$ cat config.mk
export PLATFORM = sky130hd
export DESIGN_NAME = auto_repeat_ctrl
export DESIGN_NICKNAME = d
export VERILOG_FILES = /design/src/rtl/ar_pkg.sv /design/src/rtl/ar_channel.sv /design/src/rtl/auto_repeat_ctrl.sv
export SDC_FILE = /design/constraint.sdc
export NUM_CORES = 1
export LEC_CHECK = 0
export CORE_MARGIN = 8
export CORE_UTILIZATION = 55
export CTS_CLUSTER_SIZE = 16
export DETAILED_ROUTE_END_ITERATION = 7
export PLACE_DENSITY = 0.77
export SYNTH_ARGS = -nofsm -noshare
export SYNTH_HDL_FRONTEND = slang
export SYNTH_SLANG_ARGS = --single-unit
$ cat constraint.sdc
create_clock -name ck -period 2.1 [get_ports ck]
set_input_delay 0.315 -clock ck [delete_from_list [all_inputs] [get_ports ck]]
set_output_delay 0.315 -clock ck [all_outputs]
set_load 0.02 [all_outputs]
$ cat src/rtl/ar_pkg.sv
// ar_pkg: state encoding, default timing and sizing helpers shared by the auto-repeat controller.
package ar_pkg;
    typedef enum logic [2:0] {
        S_IDLE, S_PRESS, S_HOLD, S_AUTO, S_REP, S_AUTO_L, S_REP_L, S_STOP
    } ar_state_t;
    localparam int DEF_HOLD_CYC = 8;
    localparam int DEF_SLOW_CYC = 4;
    localparam int DEF_FAST_CYC = 2;
    localparam int DEF_ACCEL_N  = 3;
    function automatic int clog2_min1(input int v);
        return (v > 2) ? $clog2(v) : 1;
    endfunction
    function automatic int max3(input int a, input int b, input int c);
        return (a > b) ? ((a > c) ? a : c) : ((b > c) ? b : c);
    endfunction
endpackage

$ cat src/rtl/ar_channel.sv
// ar_channel: one button channel -- press/hold/auto-repeat FSM with latched repeat and accelerating period.
module ar_channel
    import ar_pkg::*;
#(
    parameter int N_TGT    = 2,
    parameter int SEL_W    = 1,
    parameter int HOLD_CYC = DEF_HOLD_CYC,
    parameter int SLOW_CYC = DEF_SLOW_CYC,
    parameter int FAST_CYC = DEF_FAST_CYC,
    parameter int ACCEL_N  = DEF_ACCEL_N,
    parameter int LATCH_EN = 1
) (
    input  logic             i_clk,
    input  logic             i_rst_n,
    input  logic             i_btn,
    input  logic [SEL_W-1:0] i_sel,
    input  logic             i_carry,
    output logic [N_TGT-1:0] o_up,
    output logic             o_auto_on
);
    localparam int CNT_W = clog2_min1(max3(HOLD_CYC, SLOW_CYC, FAST_CYC));
    localparam int REP_W = clog2_min1(ACCEL_N + 1);

    ar_state_t        r_state;
    logic [CNT_W-1:0] r_cnt;
    logic [REP_W-1:0] r_rep;
    logic [SEL_W-1:0] r_sel;
    logic [CNT_W-1:0] w_lim;
    logic [CNT_W-1:0] w_cnt_nx;
    logic [REP_W-1:0] w_rep_nx;
    logic             w_hit;
    logic             w_pulse;

    // HOLD times the initial delay; the repeat states use the slow/fast period.
    assign w_lim = (r_state == S_HOLD) ? CNT_W'(HOLD_CYC - 1)
                 : (r_rep < REP_W'(ACCEL_N)) ? CNT_W'(SLOW_CYC - 1) : CNT_W'(FAST_CYC - 1);
    assign w_hit     = r_cnt == w_lim;
    assign w_cnt_nx  = w_hit ? '0 : r_cnt + 1'b1;
    assign w_rep_nx  = (r_rep == REP_W'(ACCEL_N)) ? r_rep : r_rep + 1'b1;
    assign w_pulse   = r_state inside {S_PRESS, S_REP, S_REP_L};
    assign o_auto_on = r_state inside {S_AUTO, S_REP, S_AUTO_L, S_REP_L};

    for (genvar t = 0; t < N_TGT; t++) begin : g_tgt
        assign o_up[t] = (w_pulse && r_sel == SEL_W'(t)) || (t == 0 && i_carry && !o_auto_on);
    end

    always_ff @(posedge i_clk or negedge i_rst_n) begin
        if (!i_rst_n) begin
            r_state <= S_IDLE;
            r_cnt   <= '0;
            r_rep   <= '0;
            r_sel   <= '0;
        end else begin
            case (r_state)
                S_IDLE: if (i_btn) begin
                    r_state <= S_PRESS;
                    r_sel   <= i_sel;
                end
                S_PRESS: begin
                    r_state <= S_HOLD;
                    r_cnt   <= '0;
                    r_rep   <= '0;
                end
                S_HOLD: begin
                    r_cnt <= w_cnt_nx;
                    if (!i_btn) r_state <= S_IDLE;
                    else if (w_hit) r_state <= S_AUTO;
                end
                S_AUTO: begin
                    r_cnt <= w_cnt_nx;
                    if (w_hit) r_state <= S_REP;
                    else if (!i_btn) r_state <= (LATCH_EN != 0) ? S_AUTO_L : S_IDLE;
                end
                S_REP: begin
                    r_cnt   <= w_cnt_nx;
                    r_rep   <= w_rep_nx;
                    r_state <= S_AUTO;
                end
                S_AUTO_L: begin
                    r_cnt <= w_cnt_nx;
                    if (w_hit) r_state <= S_REP_L;
                    else if (i_btn) r_state <= S_STOP;
                end
                S_REP_L: begin
                    r_cnt   <= w_cnt_nx;
                    r_rep   <= w_rep_nx;
                    r_state <= S_AUTO_L;
                end
                S_STOP: if (!i_btn) r_state <= S_IDLE;
                default: r_state <= S_IDLE;
            endcase
        end
    end
endmodule

$ cat src/rtl/auto_repeat_ctrl.sv
// auto_repeat_ctrl: N_CH independent auto-repeat button channels driving per-target increment pulses.
module auto_repeat_ctrl
    import ar_pkg::*;
#(
    parameter int N_CH     = 2,
    parameter int N_TGT    = 2,
    parameter int HOLD_CYC = DEF_HOLD_CYC,
    parameter int SLOW_CYC = DEF_SLOW_CYC,
    parameter int FAST_CYC = DEF_FAST_CYC,
    parameter int ACCEL_N  = DEF_ACCEL_N,
    parameter int LATCH_EN = 1,
    localparam int SEL_W   = $clog2(N_TGT)
) (
    input  logic                  ck,
    input  logic                  reset,
    input  logic [N_CH-1:0]       btn,
    input  logic [N_CH*SEL_W-1:0] sel,
    input  logic [N_CH-1:0]       carry_in,
    output logic [N_CH*N_TGT-1:0] up,
    output logic [N_CH-1:0]       auto_on
);
    for (genvar c = 0; c < N_CH; c++) begin : g_ch
        ar_channel #(
            .N_TGT(N_TGT), .SEL_W(SEL_W), .HOLD_CYC(HOLD_CYC), .SLOW_CYC(SLOW_CYC),
            .FAST_CYC(FAST_CYC), .ACCEL_N(ACCEL_N), .LATCH_EN(LATCH_EN)
        ) u_ch (
            .i_clk    (ck),
            .i_rst_n  (reset),
            .i_btn    (btn[c]),
            .i_sel    (sel[c*SEL_W +: SEL_W]),
            .i_carry  (carry_in[c]),
            .o_up     (up[c*N_TGT +: N_TGT]),
            .o_auto_on(auto_on[c])
        );
    end
endmodule
Word level (Yosys, flattened, before mapping)
Cells that the tools add are included.
{"block": "word_totals", "reg_bits": 18, "latchBits": 0, "mem_bits_rw": 0, "romBits": 0, "output_inout_bits": 6, "elab_cells": 106, "mem_count": 0}
{"block": "classes", "add_sub_neg": 4, "n_mul": 0, "div": 0, "magnitude_cmp": 2, "n_eq_ne": 30, "shifts": 0, "mux": 30, "n_bitwise": 2, "reduce_logical": 30}
{"op": "3-bit 2-to-1 mux", "count": 20}
{"op": "3-bit case mux with 8 select lines", "count": 2}
{"op": "3-bit == test, second input constant", "count": 8}
{"op": "3-bit by 2-bit inequality test with 1-bit output, second input constant", "count": 6}
{"op": "3-bit by 2-bit == test with 1-bit output, second input constant", "count": 4}
{"op": "2-bit inequality test, second input constant", "count": 6}
{"op": "3-bit case mux with 2 select lines", "count": 2}
{"op": "5-bit AND reduction", "count": 2}
{"op": "5-bit OR reduction", "count": 2}
{"op": "2-bit 2-to-1 mux", "count": 4}
{"op": "2-bit case mux with 2 select lines", "count": 2}
{"op": "2-bit AND reduction", "count": 4}
{"op": "2-bit nonzero test", "count": 4}
{"op": "4-bit nonzero test", "count": 2}
{"op": "3-bit by 1-bit adder with 3-bit output, second input constant", "count": 2}
{"op": "3-bit by 1-bit == test with 1-bit output, second input constant", "count": 2}
{"op": "3-bit == test", "count": 2}
{"op": "1-bit logical AND", "count": 6}
{"op": "3-bit zero test", "count": 2}
{"op": "3-bit nonzero test", "count": 2}
{"op": "2-bit by 1-bit adder with 2-bit output, second input constant", "count": 2}
{"op": "2-bit == test, second input constant", "count": 2}
{"op": "2-bit less-than comparator, second input constant", "count": 2}
{"op": "2-bit OR reduction", "count": 2}
{"op": "other kinds (3)", "count": 6}

Depth between registers and ports, before layout
Gate-level depths: netlist (run 1).
{"block": "logic_depth", "word_depth": 7, "ltp_mapped": 6, "mapped_depth_nobuf": 6}

Modules after synthesis
Synthesis (run 1) repeated with hierarchy kept, for this count alone.
{"block": "unflattened", "hier_cells": 190, "area_unflattened_um2": 1571.5}
{"mod": "ar_channel", "instances": 2, "cells_per_inst": 95, "area_per_inst_um2": 785.8}

Least setup slack after synthesis (run 1)
No wires, ideal clock.
{"block": "synth_path", "path_kind": "flip-flop to output port", "from": "reg g_ch[1].u_ch.r_state[2]", "to": "out up[2]", "arrival_ps": 1314, "path_slack_ps": 471, "path_stages_with_launch": 5, "n_path_buf": 1, "cell_sequence": "dfrtp_1 -> buf_2 -> nor2_1 -> a22o_1 -> a221o_1"}
{"block": "synth_between", "elab_chain_cells": 5}
{"element": "start: declaration", "line_no": "ar_channel.sv:24", "text": "ar_state_t r_state;"}
{"element": "start signal: assignment", "line_no": "ar_channel.sv:72", "text": "else if (!i_btn) r_state <= (LATCH_EN != 0) ? S_AUTO_L : S_IDLE;"}
{"element": "3-bit by 2-bit == test with 1-bit output, or another cell as far along", "line_no": "ar_channel.sv:41", "text": "assign o_auto_on = r_state inside {S_AUTO, S_REP, S_AUTO_L, S_REP_L};"}
{"element": "4-bit nonzero test", "line_no": "ar_channel.sv:41"}
{"element": "1-bit zero test", "line_no": "ar_channel.sv:44", "text": "assign o_up[t] = (w_pulse && r_sel == SEL_W'(t)) || (t == 0 && i_carry && !o_auto_on);"}
{"element": "1-bit logical AND", "line_no": "ar_channel.sv:44"}
{"element": "1-bit logical OR *", "line_no": "ar_channel.sv:44"}
{"element": "end: declaration", "line_no": "auto_repeat_ctrl.sv:19", "text": "output logic [N_CH*N_TGT-1:0] up,"}
Every way passes the cells marked *; elsewhere a longest branch is shown, timed or not.

Final worst setup path (run 1)
{"block": "layout_path", "from": "reg g_ch[0].u_ch.r_state[0]", "to": "out auto_on[0]"}
{"block": "layout_between", "elab_chain_cells": 2}
{"element": "start: declaration", "line_no": "ar_channel.sv:24"}
{"element": "start signal: assignment", "line_no": "ar_channel.sv:72"}
{"element": "3-bit by 2-bit == test with 1-bit output / 3-bit == test (equally long branches)", "line_no": "ar_channel.sv:41"}
{"element": "4-bit nonzero test *", "line_no": "ar_channel.sv:41"}
{"element": "end: declaration", "line_no": "auto_repeat_ctrl.sv:20", "text": "output logic [N_CH-1:0] auto_on"}
Marks and branches as above.

==> results.ini, run 1 <==
[yosys]
yosysSeqAreaShare_pct=31.3
synth.area.top_cells=dfrtp_1 31%, nand2_1 6.0%, nor2_1 5.7%
yosys.cell_types.count=51
yosys.area.top_type=dfrtp_1
netlist_area_sq_um=1440
ys.flop_type=dfrtp_1
synth_top_area_share_pct=31.3
postSynthAreaPerCell_sq_um=8.51
postSynthCellCount=169
synth_seq_cells=18
ys_warn_count=0
synth_edf_count=0
syn-num-nets=181
async_flop_share_pct=100

[worst_setup_path]
cp-end-kind=output pin
crit_type=reg2out
critPathMaxFanout=7
cp.arrival_ns=1.67
critPathLaunchType=register
crit_required_ns=1.78

[placement]
place_hpwl_um=2350
numPortBuffers=13
dp_cells=211
finalWeightedCongestion=0.828
place_ws_ns=-0.0125

[finish]
n_antenna_cell=0
fin_cells=218
nNetsFinal=201
fillers=198
drive_above_1_share_pct=17.6
syn2layout_area_growth_pct=15.9

[timing]
relSlewSlack_pct=80.4
post-route-min-period_ns=1.98
finalMaxSlewViolations=0
max_freq_mhz=505
setup_ws_ns=0.118
max_slew.worst_pin.slew_ns=0.292
finalCritPeriodShare_pct=94.4
rsz0062_at_grt=false
setup_viol=0
finalHoldViolations=0
clock_skew_ns=0.00232

[detailed_routing]
drc=0
wl_per_cell_um=14.6
firstDrtPassIters=4
ant_nets=0
viasPerCell=5.97
drtIter0Drc=102
dr_total_vias=1301
totalWireLength_um=3180

[global_route]
grt.total_usage_pct=14.7
overflow=0
antenna_found_initial=0
grt_pass1_vias=1276
grt_start_max_net_pins=19
grt_pass1_wl_um=5410

[cts]
cts_max_path_buffers=2
cts_root_buf=clkbuf_4
cts_buffers=3
cts_tree=done
clkLatencyLatePin_ns=0.29
clock_sinks=18
cts-htree-levels=1
path_clk_slew_ns=0.11

[power]
cell_internal_pwr_mw=1.41
power_density_nw_per_um2=1600
power_leakage_nw=0.773
ir_drop_mv=1.25
power.share.sequential_pct=28.2
p_clk_share_pct=8.2
p_sw_mw=1.25
switching_share_pct=47.1
combPwrFrac_pct=63.6

[floorplanning]
die_h_um=67.1
die_area_sq_um=4510
die_w_um=67.1
initial_core_util_pct=58.0
coreArea_sq_um=2480
boundaryPins=14
rows=18

[min_path]
min_path_type=in2async

[run]
max_cap_violations=0

[outcome]
status=completed

==> power by group through the flow <==
stage	clock network [mW]	logic (mW)	registers (mW)
after floorplan	0	1.39	0.644
after global placement	0	1.63	0.733
after detailed placement	0	1.69	0.747
after CTS	0.226	1.67	0.745
after global routing	0.242	1.87	0.786
final	0.218	1.69	0.752
==> layer usage <==
| layer | track usage, % | part of all wire [%] |
|---|---|---|
| met1 | 16.9 | 42 |
| met2 | 26.4 | 53 |
| met3 | 3.36 | 3.7 |
| met4 | 4.18 | 1.2 |
| met5 | 0 | 0 |
==> final cells by class <==
type | count | area, sq um | area share, %
clock buffers | 4 | 36.3 | 2.18
multi-input cells | 132 | 875 | 52.5
flip-flops and latches | 18 | 454 | 27.3
repair buffers | 27 | 238 | 14.3
inverters | 7 | 26.3 | 1.58
well taps | 30 | 37.5 | 2.25
==> synthesized netlist by cell type, drive strengths merged (3+ instances only) <==
cell type / instances
nand2b: 6
and4bb: 3
a21oi: 6
inv: 7
nor2b: 3
buf: 10
o22ai: 3
o221ai: 3
a221oi: 3
nor2: 22
ha: 4
a31oi: 5
o21ai: 12
nand3: 9
dfrtp: 18
nand2: 23
==> per-stage QoR <==
step	hold WS [ns]	utilization (%)	power, mW	area, sq um	TNS (ns)
floorplan	0.0194	-	2.03	1440	0
global placement	0.473	64.6	2.36	1600	0
detailed placement	0.479	64.6	2.44	1600	-0.0125
CTS	0.336	66.1	2.64	1640	0
global route	0.355	67.3	2.90	1670	0
finish	0.338	67.3	2.66	1670	0
==> cells in the final DEF, fill, tap and decap left out, drive strengths merged, types with 4 or more instances in the layout <==
cell type	n
nand3	9
a21oi	6
dfrtp	18
a31oi	5
nor2	22
nand2	23
o21ai	12
clkdlybuf4s50	8
buf	14
nand2b	6
inv	7
clkbuf	4
ha	4
==> sequential cells by signal (all words and copies together), names as in the netlist <==
name,flops
g_ch.u_ch.r_cnt,6
g_ch.u_ch.r_state,6
g_ch.u_ch.r_rep,4
g_ch.u_ch.r_sel,2
==> final timing paths <==
| path | startpoint | to | slack [ns] | cells after the start |
|---|---|---|---|---|
| min in group ck | g_ch[1].u_ch.r_sel | g_ch[1].u_ch.r_sel | 0.50 | 1 |
| max | g_ch[0].u_ch.r_state[0] | auto_on[0] | 0.12 | 3 |
| max reg2reg | g_ch[1].u_ch.r_state[0] | g_ch[1].u_ch.r_state[1] | 0.22 | 5 |
| min reg2reg | g_ch[1].u_ch.r_sel | g_ch[1].u_ch.r_sel | 0.50 | 1 |
| max in group asynchronous | reset | g_ch[0].u_ch.r_state[0] | 1.54 | 2 |
| min | reset | g_ch[1].u_ch.r_cnt[2] | 0.34 | 2 |
==> cell families (layout without fill, tap and decap cells) <==
logic type	after synthesis	in the layout	share of synthesized area, %
buffers and inverters	19	38	7.83
DFF	18	18	31.3
AOI/OAI and AO/OA	46	46	25.0
adders and majority gates	4	4	3.48
muxes	4	4	3.22
xor gates and xnor gates	4	4	2.44
and+or+nand+nor	74	74	26.7
==> timing repair <==
item                                    in CTS  in global routing
resized for setup                            5                  4
hold buffers                                 0                  0
pin swaps                                    0                  0
setup buffers                                0                  3
endpoints found under the setup margin       4                  4
==> critical path, stage by stage, from the launching register on <==
cell and delay, ns:
dfrtp_2 0.46, nand2_1 0.15, xnor2_1 0.14, clkdlybuf4s50_1 0.62
(Power assumes the default switching activity.)
==> run 2: changes to the inputs <==
- PLACE_DENSITY: 0.77 -> 0.88
==> results.ini, run 2 (synthesis gave the netlist of run 1 again) <==
[cts]
cts_buffers=3  ; unchanged
clock_sinks=18  ; unchanged
cts_max_path_buffers=2  ; unchanged
cts_root_buf=clkbuf_4
path_clk_slew_ns=0.10  ; about the same
cts_tree=done
cts-htree-levels=1  ; unchanged
clkLatencyLatePin_ns=0.29  ; about the same

[min_path]
min_path_type=in2async

[power]
power.share.sequential_pct=27.6  ; -0.6 points
cell_internal_pwr_mw=1.39  ; -1.7%
combPwrFrac_pct=64.3  ; +0.7 points
power_density_nw_per_um2=1590  ; -0.32%
power_leakage_nw=0.784  ; +1.3%
switching_share_pct=47.2  ; +0.085 points
p_clk_share_pct=8.0  ; -0.2 points
power_mw=2.62  ; -1.5%
ir_drop_mv=0.977  ; -22%
p_sw_mw=1.24  ; -1.3%

[floorplanning]
initial_core_util_pct=58.0  ; unchanged
boundaryPins=14  ; unchanged
rows=18  ; unchanged
die_h_um=67.1  ; unchanged
die_w_um=67.1  ; unchanged
coreArea_sq_um=2480  ; unchanged
die_area_sq_um=4510  ; unchanged

[worst_setup_path]
critPathMaxFanout=5  ; -2
critPathLaunchType=register
cp.arrival_ns=1.66  ; about the same
cp-end-kind=output pin
ff2ff_path_depth=5  ; unchanged
crit_required_ns=1.78  ; about the same
reg2reg_slack_ns=0.27  ; +0.05 ns
crit_type=reg2out

[timing]
finalMaxSlewViolations=0  ; unchanged
rsz0062_at_grt=false
max_slew.worst_pin.slew_ns=0.277  ; -0.0150 ns
relSlewSlack_pct=81.4  ; +1.0 points
finalCritPeriodShare_pct=94.1  ; -0.26 points
clock_skew_ns=0.00596  ; +0.00363 ns
setup_ws_ns=0.123  ; +0.00541 ns
setup_viol=0  ; unchanged
setup_tns_ns=0  ; unchanged
post-route-min-period_ns=1.98  ; -0.00541 ns
finalHoldViolations=0  ; unchanged
max_freq_mhz=506  ; +0.27%

[global_route]
grt.total_usage_pct=15.2  ; +0.50 points
overflow=0  ; unchanged
grt_start_max_net_pins=19  ; unchanged
grt_pass1_vias=1284  ; +0.63%
antenna_found_initial=0  ; unchanged
grt_pass1_wl_um=5480  ; +1.3%

[detailed_routing]
viasPerCell=6.12  ; +2.5%
totalWireLength_um=3110  ; -2.1%
ant_nets=0  ; unchanged
dr_total_vias=1315  ; +1.1%
drtIter0Drc=56  ; -45%
firstDrtPassIters=4  ; unchanged
wl_per_cell_um=14.5  ; -0.77%
drc=0  ; unchanged

[placement]
dp_cells=210  ; -0.47%
place_hpwl_um=2440  ; +3.6%
numPortBuffers=13  ; unchanged
finalWeightedCongestion=0.798  ; -3.6%
place_area_sq_um=1590  ; -0.47%
place_ws_ns=-0.0149  ; -0.00240 ns

[run]
max_cap_violations=0  ; unchanged

[finish]
fin_cells=215  ; -1.4%
mostFrequentLayoutCells=23 x nand2_1, 22 x nor2_1, 17 x dfrtp_1
syn2layout_area_growth_pct=14.5
fin_area_sq_um=1650  ; -1.2%
n_antenna_cell=0  ; unchanged
largest_registers=g_ch.u_ch.r_cnt x6, g_ch.u_ch.r_state x6, g_ch.u_ch.r_rep x4
layout_commonest_cell=nand2_1
drive_above_1_share_pct=15.1  ; -2.4 points
nNetsFinal=198  ; -1.5%

[outcome]
status=completed

run 2: cell count changes in the layout (fill, tap and decap cells not counted), sizes merged:
| cell | change |
|---|---|
| clkdlybuf4s50 | -1 |
| dlymetal6s2s | +2 |
| buf | -3 |
| clkdlybuf4s15 | -1 |
run 2: worst paths after layout:
kind | end | startpoint
worst max-delay path | up[2] | g_ch[1].u_ch.r_state[2]
worst min-delay path | g_ch[1].u_ch.r_cnt[0] | reset
worst max register to register | g_ch[1].u_ch.r_state[1] | g_ch[1].u_ch.r_state[0]
worst min register to register | g_ch[1].u_ch.r_sel | g_ch[1].u_ch.r_sel
max in group asynchronous | g_ch[1].u_ch.r_state[0] | reset
min in group ck | g_ch[1].u_ch.r_sel | g_ch[1].u_ch.r_sel
run 2: repair_timing:
action                                  in CTS  in global routing
endpoints found under the setup margin       3                  5
resized for setup                            3                  4
endpoints found under the hold margin        0                  0
hold buffers                                 0                  0
gates cloned                                 0                  0
setup buffers                                0                  1
run 2: worst max-delay path, stage by stage (launching register included):
cell	delay, ns
dfrtp_1	0.43
inv_2	0.11
nor2_1	0.06
a22o_1	0.17
a221o_1	0.28
dlygate4sd2_1	0.32
run 2: power by group through the flow:
stage               sequential (mW)  combinational, mW  clock (mW)
floorplan                     0.644               1.39           0
finish                        0.725               1.69       0.211
detailed placement            0.725               1.71           0
CTS                           0.722               1.70       0.219
global route                  0.759               1.86       0.235
global placement              0.712               1.63           0
run 2: area by class of cell:
type	instances	area [sq um]
multi-input combinational	132	875
clock buffer	4	36.3
sequential	18	452
inverter	7	26.3
timing repair buffer	24	220
tap	30	37.5
fill	205	831
run 2: routing by layer:
metal / track usage, % / up-vias / part of all wire, % / wire length, um
met4: 9.40 / 0 / 1.8 / 57
li1: - / 639 / - / -
met2: 26.9 / 28 / 53 / 1650
met5: 0 / - / 0 / 0
met3: 2.85 / 8 / 3.2 / 101
met1: 16.3 / 640 / 42 / 1300
run 2: per-stage QoR:
| step | util (%) | hold slack (ns) |
|---|---|---|
| 2_1_floorplan | - | 0.0194 |
| 3_3_place_gp | 64.3 | 0.468 |
| 3_5_place_dp | 64.3 | 0.485 |
| 4_1_cts | 65.8 | 0.332 |
| 5_1_grt | 66.5 | 0.350 |
| 6_report | 66.5 | 0.329 |
